File: src/rtl/grid_sequencer_if.sv
// Bundle of the host handshake, program ROM port and grid broadcast pins of grid_sequencer.
// The master modport is the sequencer; the slave modport is the host/ROM/grid side.
interface grid_sequencer_if #(
    parameter int PC_W    = 8,
    parameter int SP_W    = 4,
    parameter int INSTR_W = 32
);
    logic               start;
    logic [15:0]        gen_limit;
    logic               busy;
    logic               done;
    logic               error;
    logic [15:0]        gen_count;
    logic [PC_W-1:0]    rom_addr;
    logic [INSTR_W-1:0] rom_data;
    logic [INSTR_W-1:0] instruction;
    logic [PC_W-1:0]    next_program_counter;
    logic [SP_W-1:0]    next_stack_pointer;
    logic               global_enable;
    logic               diverge_consensus;

    modport master (
        input  start, gen_limit, rom_data, diverge_consensus,
        output busy, done, error, gen_count, rom_addr, instruction,
               next_program_counter, next_stack_pointer, global_enable
    );

    modport slave (
        output start, gen_limit, rom_data, diverge_consensus,
        input  busy, done, error, gen_count, rom_addr, instruction,
               next_program_counter, next_stack_pointer, global_enable
    );
endinterface

File: src/rtl/grid_sequencer.sv
// Central fetch/execute sequencer for the cellular-automaton grid: PC, call stack, generation count.
// Optional GRID_SEQ_STACK_CHECK_EN turns stack over/underflow into a sticky error plus halt.
module grid_sequencer #(
    parameter int PC_W    = 8,
    parameter int SP_W    = 4,
    parameter int INSTR_W = 32
) (
    input  logic             clk,
    input  logic             rst,
    grid_sequencer_if.master bus
);
    typedef enum logic [1:0] {IDLE, FETCH, EXEC, HALT} state_t;

    localparam logic [3:0] OP_JMP  = 4'hA;
    localparam logic [3:0] OP_BRD  = 4'hB;
    localparam logic [3:0] OP_CALL = 4'hC;
    localparam logic [3:0] OP_RET  = 4'hD;
    localparam logic [3:0] OP_HALT = 4'hE;
    localparam logic [3:0] OP_GEN  = 4'hF;

    state_t             state_q, state_d;
    logic [PC_W-1:0]    pc_q, pc_d;
    logic [SP_W-1:0]    sp_q, sp_d;
    logic [15:0]        gen_cnt_q, gen_cnt_d;
    logic [15:0]        limit_q, limit_d;
    logic [INSTR_W-1:0] instr_q, instr_d;
    logic [PC_W-1:0]    stack_q [2**SP_W];
    logic [PC_W-1:0]    stack_d [2**SP_W];

    logic [3:0]         opcode;
    logic [PC_W-1:0]    target;
    logic [PC_W-1:0]    pc_inc;
    logic [SP_W-1:0]    sp_dec;
    logic [15:0]        gen_inc;
    logic               fault;

    assign opcode  = bus.rom_data[INSTR_W-1 -: 4];
    assign target  = bus.rom_data[PC_W-1:0];
    assign pc_inc  = pc_q + PC_W'(1);
    assign sp_dec  = sp_q - SP_W'(1);
    assign gen_inc = gen_cnt_q + 16'd1;

`ifdef GRID_SEQ_STACK_CHECK_EN
    assign fault = ((opcode == OP_CALL) && (sp_q == '1)) ||
                   ((opcode == OP_RET)  && (sp_q == '0));
`else
    assign fault = 1'b0;
`endif

    always_comb begin
        state_d   = state_q;
        pc_d      = pc_q;
        sp_d      = sp_q;
        gen_cnt_d = gen_cnt_q;
        limit_d   = limit_q;
        instr_d   = instr_q;
        stack_d   = stack_q;
        case (state_q)
            IDLE: begin
                if (bus.start) begin
                    state_d   = FETCH;
                    pc_d      = '0;
                    sp_d      = '0;
                    gen_cnt_d = '0;
                    limit_d   = (bus.gen_limit == 16'd0) ? 16'd1 : bus.gen_limit;
                end
            end
            FETCH: state_d = EXEC;
            EXEC: begin
                instr_d = bus.rom_data;
                state_d = FETCH;
                pc_d    = pc_inc;
                // A faulting CALL/RET leaves pc, sp and the stack untouched.
                if (fault) begin
                    state_d = HALT;
                    pc_d    = pc_q;
                end else begin
                    case (opcode)
                        OP_JMP: pc_d = target;
                        OP_BRD: if (bus.diverge_consensus) pc_d = target;
                        OP_CALL: begin
                            stack_d[sp_q] = pc_inc;
                            sp_d          = sp_q + SP_W'(1);
                            pc_d          = target;
                        end
                        OP_RET: begin
                            sp_d = sp_dec;
                            pc_d = stack_q[sp_dec];
                        end
                        OP_HALT: begin
                            state_d = HALT;
                            pc_d    = pc_q;
                        end
                        OP_GEN: begin
                            gen_cnt_d = gen_inc;
                            pc_d      = '0;
                            sp_d      = '0;
                            if (gen_inc == limit_q) state_d = HALT;
                        end
                        default: ;
                    endcase
                end
            end
            HALT:    state_d = IDLE;
            default: state_d = IDLE;
        endcase
    end

    always_ff @(posedge clk) begin
        if (rst) begin
            state_q   <= IDLE;
            pc_q      <= '0;
            sp_q      <= '0;
            gen_cnt_q <= '0;
            limit_q   <= '0;
            instr_q   <= '0;
        end else begin
            state_q   <= state_d;
            pc_q      <= pc_d;
            sp_q      <= sp_d;
            gen_cnt_q <= gen_cnt_d;
            limit_q   <= limit_d;
            instr_q   <= instr_d;
        end
    end

    // Stack storage survives reset; only the pointer is cleared.
    always_ff @(posedge clk) begin
        stack_q <= stack_d;
    end

`ifdef GRID_SEQ_STACK_CHECK_EN
    logic error_q, error_d;

    always_comb begin
        error_d = error_q;
        if ((state_q == IDLE) && bus.start) error_d = 1'b0;
        else if ((state_q == EXEC) && fault) error_d = 1'b1;
    end

    always_ff @(posedge clk) begin
        if (rst) error_q <= 1'b0;
        else     error_q <= error_d;
    end

    assign bus.error = error_q;
`else
    assign bus.error = 1'b0;
`endif

    assign bus.busy                 = (state_q != IDLE);
    assign bus.done                 = (state_q == HALT);
    assign bus.global_enable        = (state_q == EXEC);
    assign bus.gen_count            = gen_cnt_q;
    assign bus.rom_addr             = pc_q;
    assign bus.instruction          = (state_q == EXEC) ? bus.rom_data : instr_q;
    assign bus.next_program_counter = (state_q == EXEC) ? pc_d : pc_q;
    assign bus.next_stack_pointer   = (state_q == EXEC) ? sp_d : sp_q;
endmodule

File: src/flat_wrapper.sv
// flat-port wrapper written by rule: the top's interface ports become plain ports
module grid_sequencer_flat 
#(
    parameter int PC_W    = 8,
    parameter int SP_W    = 4,
    parameter int INSTR_W = 32
)
  (clk, rst, bus_start, bus_gen_limit, bus_rom_data, bus_diverge_consensus, bus_busy, bus_done, bus_error, bus_gen_count, bus_rom_addr, bus_instruction, bus_next_program_counter, bus_next_stack_pointer, bus_global_enable);
  grid_sequencer_if #(.PC_W(PC_W), .SP_W(SP_W), .INSTR_W(INSTR_W)) bus_i ();
  input  logic clk;
  input  logic rst;
  input wire logic [$bits(bus_i.start)-1:0] bus_start;
  input wire logic [$bits(bus_i.gen_limit)-1:0] bus_gen_limit;
  input wire logic [$bits(bus_i.rom_data)-1:0] bus_rom_data;
  input wire logic [$bits(bus_i.diverge_consensus)-1:0] bus_diverge_consensus;
  output wire logic [$bits(bus_i.busy)-1:0] bus_busy;
  output wire logic [$bits(bus_i.done)-1:0] bus_done;
  output wire logic [$bits(bus_i.error)-1:0] bus_error;
  output wire logic [$bits(bus_i.gen_count)-1:0] bus_gen_count;
  output wire logic [$bits(bus_i.rom_addr)-1:0] bus_rom_addr;
  output wire logic [$bits(bus_i.instruction)-1:0] bus_instruction;
  output wire logic [$bits(bus_i.next_program_counter)-1:0] bus_next_program_counter;
  output wire logic [$bits(bus_i.next_stack_pointer)-1:0] bus_next_stack_pointer;
  output wire logic [$bits(bus_i.global_enable)-1:0] bus_global_enable;
  assign bus_i.start = bus_start;
  assign bus_i.gen_limit = bus_gen_limit;
  assign bus_i.rom_data = bus_rom_data;
  assign bus_i.diverge_consensus = bus_diverge_consensus;
  assign bus_busy = bus_i.busy;
  assign bus_done = bus_i.done;
  assign bus_error = bus_i.error;
  assign bus_gen_count = bus_i.gen_count;
  assign bus_rom_addr = bus_i.rom_addr;
  assign bus_instruction = bus_i.instruction;
  assign bus_next_program_counter = bus_i.next_program_counter;
  assign bus_next_stack_pointer = bus_i.next_stack_pointer;
  assign bus_global_enable = bus_i.global_enable;
  grid_sequencer #(.PC_W(PC_W), .SP_W(SP_W), .INSTR_W(INSTR_W)) u_core (.clk(clk), .rst(rst), .bus(bus_i));
endmodule
File: config.mk
export PLATFORM = sky130hd
export DESIGN_NAME = grid_sequencer_flat
export DESIGN_NICKNAME = d
export VERILOG_FILES = /design/src/rtl/grid_sequencer_if.sv /design/src/rtl/grid_sequencer.sv /design/src/flat_wrapper.sv
export SDC_FILE = /design/constraint.sdc
export NUM_CORES = 1
export LEC_CHECK = 0
export CAP_MARGIN = 0
export CELL_PAD_IN_SITES_DETAIL_PLACEMENT = 2
export CELL_PAD_IN_SITES_GLOBAL_PLACEMENT = 2
export CORE_MARGIN = 4
export CORE_UTILIZATION = 37
export CTS_BUF_LIST = sky130_fd_sc_hd__clkbuf_16
export DETAILED_ROUTE_END_ITERATION = 10
export PLACE_DENSITY = 0.76
export SLEW_MARGIN = 0
export SYNTH_ARGS = -nofsm -noshare
export SYNTH_HDL_FRONTEND = slang
export SYNTH_SLANG_ARGS = --single-unit
File: constraint.sdc
create_clock -name clk -period 3.6 [get_ports clk]
set_input_delay 0.54 -clock clk [delete_from_list [all_inputs] [get_ports clk]]
set_output_delay 0.54 -clock clk [all_outputs]
set_load 0.03 [all_outputs]
=== Yosys cells after proc, flatten, opt, wreduce, memory -nomap -nowiden ===
Index checks and enable logic that the tools add are counted.

* Equality and inequality tests: 12
* Bitwise logic cells: 2
* Reductions and logical operators: 9
* Muxes and demuxes: 24
* $lt $le $gt $ge: 3
* Add/sub/neg operators: 4

{| class="wikitable"
|+ Operator list
! operator !! count
|-
| bitwise mux 128 bit || 1
|-
| two-way mux 16 bit || 3
|-
| two-way mux 8 bit || 6
|-
| one-hot mux 8 bit (5 select lines) || 1
|-
| binary-select mux 8 bit (select 4 bit) || 1
|-
| demux 8 bit (select 4 bit) || 1
|-
| two-way mux 32 bit || 1
|-
| one-hot mux 16 bit (2 select lines) || 1
|-
| equality test 4 bit, second input constant || 6
|-
| adder 16 x 1 -> 16 bit, second input constant || 1
|-
| equality test 16 bit || 1
|-
| logical NOT 16 bit || 1
|-
| one-hot mux 8 bit (2 select lines) || 1
|-
| one-hot mux 4 bit (3 select lines) || 1
|-
| >= comparator 5 bit, second input constant || 2
|-
| NOT 4 -> 5 bit || 2
|-
| adder 8 x 1 -> 8 bit, second input constant || 1
|-
| two-way mux 4 bit || 2
|-
| one-hot mux 2 bit (4 select lines) || 1
|-
| one-hot mux 4 bit (2 select lines) || 1
|-
| less-than comparator 5 x 1 -> 1 bit, second input constant || 1
|-
| adder 4 x 1 -> 4 bit, second input constant || 1
|-
| equality test 2 bit, second input constant || 2
|-
| two-way mux 2 bit || 2
|-
| other kinds (11) || 13
|}

* Output and inout port bits: 72
* Input bits: 52
* Logic and storage cells: 76
* Flip-flop bits (word level): 206

=== Logic depth before layout (Yosys ltp) ===
* Depth in word-level cells: 8
* Gate-level depth with buffers: 11
* Depth with buffers taken out: 7

=== Least setup slack after synthesis ===
OpenSTA, ideal clock, no wires.

* Kind: flip-flop to output port
* From: register u_core.sp_q[0]
* To: output port bus_next_program_counter[7]
* Path buffers: 4
* Data required time: 3060 ps
* Slack: 210 ps
* Arrival time: 2850 ps
* Stages on the path, launching flop included: 12
* Cell sequence: dfxtp_1 -> buf_6 -> buf_2 -> inv_1 -> ha_1 -> clkbuf_1 -> buf_2 -> mux4_2 -> mux2i_1 -> mux2i_1 -> a221oi_1 -> o21ai_0

* Word-level cells in the longest chain between the ends: 8

{| class="wikitable"
|+ Ends and longest elaborated chain
! item !! RTL line !! text
|-
| start: declaration || grid_sequencer.sv:23 || <nowiki>logic [SP_W-1:0] sp_q, sp_d;</nowiki>
|-
| start signal: assignment || grid_sequencer.sv:120 || <nowiki>sp_q <= sp_d;</nowiki>
|-
| subtractor 4 x 1 -> 4 bit || grid_sequencer.sv:40 || <nowiki>assign sp_dec = sp_q - SP_W'(1);</nowiki>
|-
| NOT 4 -> 5 bit (implied by the code) || grid_sequencer.sv:88 || <nowiki>pc_d = stack_q[sp_dec];</nowiki>
|-
| binary-select mux 8 bit (select 4 bit) || grid_sequencer.sv:88 ||
|-
| two-way mux 8 bit (implied by the code) (2 in series) || grid_sequencer.sv:88 ||
|-
| one-hot mux 8 bit (5 select lines) || grid_sequencer.sv:78 || <nowiki>case (opcode)</nowiki>
|-
| one-hot mux 8 bit (2 select lines) || grid_sequencer.sv:58 || <nowiki>case (state_q)</nowiki>
|-
| two-way mux 8 bit || grid_sequencer.sv:157 || <nowiki>assign bus.next_program_counter = (state_q == EXEC) ? pc_d : pc_q;</nowiki>
|-
| end: declaration || flat_wrapper.sv:22 || <nowiki>output wire logic [$bits(bus_i.next_program_counter)-1:0] bus_next_program_counter;</nowiki>
|}

Every way passes these cells. The select of a mux whose other input is x is not followed.

=== Worst setup path in the final report ===
* From: input port bus_rom_data[28]
* To: output port bus_next_program_counter[3]

* Word-level cells in the longest chain between the ends: 5
* Elaborated cells between the ends (all ways): 10
* Those cells by class: 6 x eq/ne; 3 x mux; 1 x reduce/logical

{| class="wikitable"
|+ Ends and longest elaborated chain
! item !! RTL line !! text
|-
| start: declaration || flat_wrapper.sv:14 || <nowiki>input wire logic [$bits(bus_i.rom_data)-1:0] bus_rom_data;</nowiki>
|-
| equality test 4 bit || grid_sequencer.sv:78 ||
|-
| OR reduction 2 bit (no line) || n/a ||
|-
| one-hot mux 8 bit (5 select lines) (*) || grid_sequencer.sv:78 ||
|-
| one-hot mux 8 bit (2 select lines) (*) || grid_sequencer.sv:58 ||
|-
| two-way mux 8 bit (*) || grid_sequencer.sv:157 ||
|}

Mark *: on every way between the ends. The rest lies on a longest branch, timed or not.

==> out/results.ini <==
[synth]
syn_nets = 917
synth-edff-count = 128
synth.top_cell.area_share = 0.398
synthFlopType = edfxtp_1
synth_seq_cells = 206
synth_area_um2 = 9660
synthCells = 858
yosysMostFrequentCell = nand2_1
yosys-top-cells-area = edfxtp_1 40%, dfxtp_1 16%, mux4_2 7.5%, nand2_1 6.4%, a21oi_1 3.6%
synth.top_cells.by_count = 166 x nand2_1, 128 x edfxtp_1, 78 x dfxtp_1
yosysSeqAreaShare = 0.559
synth_area_leader_cell = edfxtp_1
yosys.cell_types.count = 79
async_flop_share = 0
yosysWarningCount = 0
syn-mean-instance-area_um2 = 11.3

[worst_setup_path]
arrival_ps = 2960
cp_max_fo = 10
start_kind = input port
crit_path_end_kind = primary output
required_ps = 3060
critPathMaxStageDelay_ps = 670
cp_num_buf_inv = 3
worstSetupPathType = in2out
cp_cell_sequence = clkdlybuf4s50_1 -> or2b_1 -> a31oi_1 -> buf_4 -> nor3b_1 -> o21ai_0 -> nand3_1 -> buf_12
slowest_stage = clkdlybuf4s50_1
critPathTopFamily = buffers and inverters

[floorplan]
fp.dieH_um = 170
rows = 58
die_w_um = 170
initial_core_util = 0.379
core-area_um2 = 25500
dieArea_um2 = 28800
pin_count = 124

[placed_design]
dp_hpwl_um = 23400
port_buffers = 122
place_ws_ps = 169
gp_congestion = 0.838

[clocking]
clock_sinks = 206
hold_buffers = 0
cts_tree = built
root_buffer = clkbuf_16
path_clk_slew_ps = 60
h-tree-depth = 1
numCtsBuffers = 24
clk_path_buf_depth = 3
clkLatencyLatePin_ps = 520

[timing]
slew_violations = 0
min_period_ps = 3500
hold_viol = 0
timing.final.crit_share = 0.973
postLayoutSetupSlackWorst_ps = 96.2
relSlewSlack = 0.367
worst_slew_pin_slew_ps = 944
setup_viol = 0
timing.fmax_mhz = 285
skew_ps = 11.1

[finish]
nNetsFinal = 1063
synthToLayoutAreaGrowth_pct = 27.0
n_antenna_cell = 0
layout-drive-gt1-share = 0.180
post-route-util = 0.482
fillers = 2518

[drt]
drtIter0Drc = 502
viasPerCell = 5.70
drc = 0
wl_um = 33300
dr.pass1.iters = 5
post_drt_wl_per_cell_um = 24.6
antenna_left = 0
vias = 7710

[power_and_ir_drop]
power_frac_seq = 0.473
intPower_w = 0.00409
p_comb_frac = 0.085
p_leak_nw = 4.52
clkPwrFrac = 0.442
switching_share = 0.237
power_density_nw_per_um2 = 437
p_sw_w = 0.00127
peakVddDrop_v = 0.000297

[global_route]
grt_pass1_wl_um = 50600
grt_pass1_vias = 8280
grt_antenna_before_repair = 0
track_usage = 0.226
grt_max_degree = 44
gr-total-overflow = 0

[flow_run]
cap_violations = 0

[status]
outcome = finished, final reports clean

[worst_hold_path]
hold_class = in2reg

==> power groups by stage <==
stage / registers (W) / logic, W / clock network, W
floorplan: 0.00258 / 0.000240 / 0
global placement: 0.00258 / 0.000438 / 0
detailed placement: 0.00259 / 0.000449 / 0
CTS: 0.00254 / 0.000457 / 0.00241
global route: 0.00254 / 0.000489 / 0.00253
finish: 0.00254 / 0.000456 / 0.00237
==> per-layer routing <==
metal | track usage | share of wire | vias to the layer above
met4 | 0.0861 | 0.041 | 0
met2 | 0.387 | 0.49 | 213
met1 | 0.291 | 0.42 | 3958
li1 | - | - | 3469
met5 | 0 | 0 | -
met3 | 0.0312 | 0.039 | 70
==> worst paths after layout <==
check	start	end	slack, ps	cells past startpoint
setup / recovery	bus_rom_data[28]	bus_next_program_counter[3]	100	8
hold / removal	rst	u_core.bus.gen_count[4]$_SDFFE_PP0P_	460	2
setup reg to reg	u_core.state_q[1]$_SDFFE_PP0P_	u_core.stack_q[124]$_DFFE_PP_	930	7
hold reg to reg	u_core.instr_q[9]$_SDFF_PP0_	u_core.instr_q[9]$_SDFF_PP0_	470	2
==> cell type report <==
type | count | area [µm²] | area share
well taps | 330 | 413 | 0.0336
flip-flops and latches | 206 | 5410 | 0.441
inverters | 14 | 56.3 | 0.00459
repair buffers | 176 | 1680 | 0.137
clock inverters | 19 | 133 | 0.0108
clock buffers | 25 | 626 | 0.0510
multi-input cells | 582 | 3960 | 0.322
==> through the flow <==
step | cell area (µm²) | TNS, ps | total power (W) | instances | hold WS (ps)
4_1_cts | 12200 | 0 | 0.00541 | 1350 | 459
2_1_floorplan | 9660 | 0 | 0.00282 | 858 | 444
6_report | 12300 | 0 | 0.00536 | 1352 | 457
5_1_grt | 12300 | -51.2 | 0.00556 | 1352 | 499
3_3_place_gp | 11400 | 0 | 0.00302 | 1303 | 453
3_5_place_dp | 11400 | 0 | 0.00303 | 1303 | 463
==> sequential cells by signal, summed over array words and instances (netlist names) <==
| signal | cells |
|---|---|
| u_core.bus.rom_addr | 8 |
| u_core.state_q | 2 |
| u_core.instr_q | 32 |
| u_core.sp_q | 4 |
| u_core.stack_q | 128 |
| u_core.limit_q | 16 |
| u_core.bus.gen_count | 16 |
==> worst reg2reg max path, delay by kind of cell (launching register included) <==
family,cells,cell delay [ps]
buffers and inverters,3,790
DFF,1,600
and+or+nand+nor,4,970
==> cells by family after synthesis <==
family                   after synthesis  synth area share
other                                  1          0.000388
AND/OR/NAND/NOR                      325             0.164
adder cells (fa/ha/maj)                7           0.00906
AO/OA/AOI/OAI                        169             0.108
XOR/XNOR                              29            0.0298
buffers and inverters                 70            0.0346
multiplexers                          51            0.0943
flip-flops                           206             0.559
==> layout by cell type (no fill, tap or decap), drive strengths merged, types with 7 or more instances in the layout <==
| cell | count |
|---|---|
| inv | 16 |
| nand4 | 9 |
| xor2 | 14 |
| ha | 7 |
| nor3 | 17 |
| clkinv | 13 |
| dfxtp | 78 |
| nand2 | 166 |
| clkdlybuf4s50 | 81 |
| nor2 | 42 |
| o21ai | 35 |
| mux2i | 19 |
| edfxtp | 128 |
| clkbuf | 26 |
| a21oi | 70 |
| buf | 93 |
| nand3 | 21 |
| mux4 | 32 |
| nor2b | 8 |
| nand2b | 7 |
| nor4 | 10 |
| a31oi | 9 |
| xnor2 | 14 |
==> repair_timing <==
item,CTS,global route
endpoints found under the setup margin,8,5
cloned,0,1
gates resized for setup,3,8
pin swaps,1,2
buffers inserted,3,1
No activity file was read; power rests on OpenSTA's default activity.
==> variant (same flow settings) <==
`SP_W` is set to 4 in 3 places; all go to 6.
--- a/src/rtl/grid_sequencer_if.sv
+++ b/src/rtl/grid_sequencer_if.sv
@@ -2,7 +2,7 @@
 // The master modport is the sequencer; the slave modport is the host/ROM/grid side.
 interface grid_sequencer_if #(
     parameter int PC_W    = 8,
-    parameter int SP_W    = 4,
+    parameter int SP_W    = 6,
     parameter int INSTR_W = 32
 );
     logic               start;
--- a/src/rtl/grid_sequencer.sv
+++ b/src/rtl/grid_sequencer.sv
@@ -2,7 +2,7 @@
 // Optional GRID_SEQ_STACK_CHECK_EN turns stack over/underflow into a sticky error plus halt.
 module grid_sequencer #(
     parameter int PC_W    = 8,
-    parameter int SP_W    = 4,
+    parameter int SP_W    = 6,
     parameter int INSTR_W = 32
 ) (
     input  logic             clk,
--- a/src/flat_wrapper.sv
+++ b/src/flat_wrapper.sv
@@ -2,7 +2,7 @@
 module grid_sequencer_flat 
 #(
     parameter int PC_W    = 8,
-    parameter int SP_W    = 4,
+    parameter int SP_W    = 6,
     parameter int INSTR_W = 32
 )
   (clk, rst, bus_start, bus_gen_limit, bus_rom_data, bus_diverge_consensus, bus_busy, bus_done, bus_error, bus_gen_count, bus_rom_addr, bus_instruction, bus_next_program_counter, bus_next_stack_pointer, bus_global_enable);
Interface: changed (resized bus_next_stack_pointer); port bits go from 124 to 126. The function was not compared with the original's and may differ.
==> variant against the original RTL <==
  * The run now ends with setup timing left
  * Worst setup slack got worse by 830 ps
  * Count of clock-buffer cells in the layout rose by 36
  * Sequential cell count rose by 386
  * Critical path type is now reg -> out
  * Non-clock buffer count rose by 210
  * Critical endpoint is now bus_next_program_counter[5]
  * Power rose to 2.8 times the old value
  * Synthesized area rose to 2.6 times the old value
  * Routed wire length rose to 3.1 times the old value
  * Core utilization rose by 0.15 points
  * Largest power group unchanged
  * Global-route usage rose by 5.9 points
  * Worst hold slack improved by 9.1 ps
  * Design area rose to 2.6 times the old value
  * Final cell count rose by 120%
==> variant: results (changes against the original RTL) <==
[clock_network]
htreeDepth=2  ; +1
clk_latency_ps=690  ; +170 ps
path_clk_slew_ps=80  ; +20 ps

[placement]
place_ws_ps=-207  ; -376 ps

[critical_path]
cp-start-kind=flip-flop
critPathMaxFanout=17  ; +7
rr_endpoint=u_core.bus.rom_addr[3]$_SDFF_PP0_
timing.rr.start=u_core.sp_q[0]$_SDFF_PP0_
r2r_cells=13  ; +6
critPathCapture=bus_next_program_counter[5]
critPathArrivalTime_ps=3790  ; +830 ps

[detailed_routing]
drtIter0Drc=2066  ; +310%
wirelength_um=104000  ; +210%

[layout]
reg.largest.list=u_core.stack_q (512), u_core.instr_q (32)

[synthesis]
synthMuxAreaShare=0.128  ; +0.0341
synthAdderAreaFrac=0.00202  ; -0.00704
synth-edff-count=512  ; +300%
syn_inst=1663  ; +94%
synth.top_cells.by_count=edfxtp_1, nand2_1, nor2_1, mux4_2, a21oi_1
synth_compound_area_frac=0.0554  ; -0.0530

[pwr]
comb_power_share=0.071  ; -0.014
seqPwrFrac=0.492  ; +0.019

[grt]
grt_pass1_wl_um=146000  ; +190%
grt_pass1_vias=18909  ; +130%

[run_status]
status=finished with violations
violations=setup timing

[timing]
setup_viol=9  ; +9
worstMarginPinSlew_ps=938  ; -5.34 ps
setup_ws_ps=-729  ; -825 ps

==> variant: how the worst min path moves through the flow <==
stage,to,slack [ps],cells after the start
floorplan,u_core.instr_q[0]$_SDFF_PP0_,440,2
global placement,u_core.instr_q[0]$_SDFF_PP0_,450,2
detailed placement,u_core.instr_q[23]$_SDFF_PP0_,460,2
CTS,u_core.limit_q[9]$_SDFFE_PP0P_,430,3
global route,u_core.limit_q[5]$_SDFFE_PP0P_,480,3
finish,u_core.limit_q[5]$_SDFFE_PP0P_,470,3
==> variant: final cells by class <==
cell class	instances	area [µm²]
well taps	864	1080
clock inverters	48	453
inverters	14	55.1
fillers	6165	34100
repair buffers	386	3920
multi-input cells	957	7930
clock buffers	61	1530
flip-flops and latches	592	17000
==> variant: routing by layer <==
layer / vias to the layer above / part of all wire / GRT usage
met1: 9348 / 0.37 / 0.349
li1: 7093 / - / -
met3: 333 / 0.078 / 0.0535
met5: - / 0 / 0
met2: 1111 / 0.49 / 0.493
met4: 0 / 0.060 / 0.128
==> variant: critical path, cell delays in order (launching register included) <==
cell	delay, ps
dfxtp_4	400
inv_4	50
ha_4	300
buf_12	160
buf_4	170
buf_16	190
mux4_2	380
mux2i_1	610
a211oi_2	190
o31ai_2	320
buf_4	180
nand2_2	50
buf_6	140
==> variant: what timing repair did <==
item / in CTS / in global routing
endpoints found under the setup margin: 9 / 10
gates resized for setup: 116 / 62
setup buffers: 48 / 27
pin swaps: 39 / 32
cloned: 11 / 1
==> variant: metrics by stage <==
stage	power (mW)	hold slack, ps	util	instance area [µm²]
floorplan	8.02	444	-	24900
global placement	8.39	450	0.428	28300
detailed placement	8.42	461	0.428	28300
CTS	14.9	431	0.477	31500
global route	15.5	478	0.483	32000
finish	15.1	466	0.483	32000
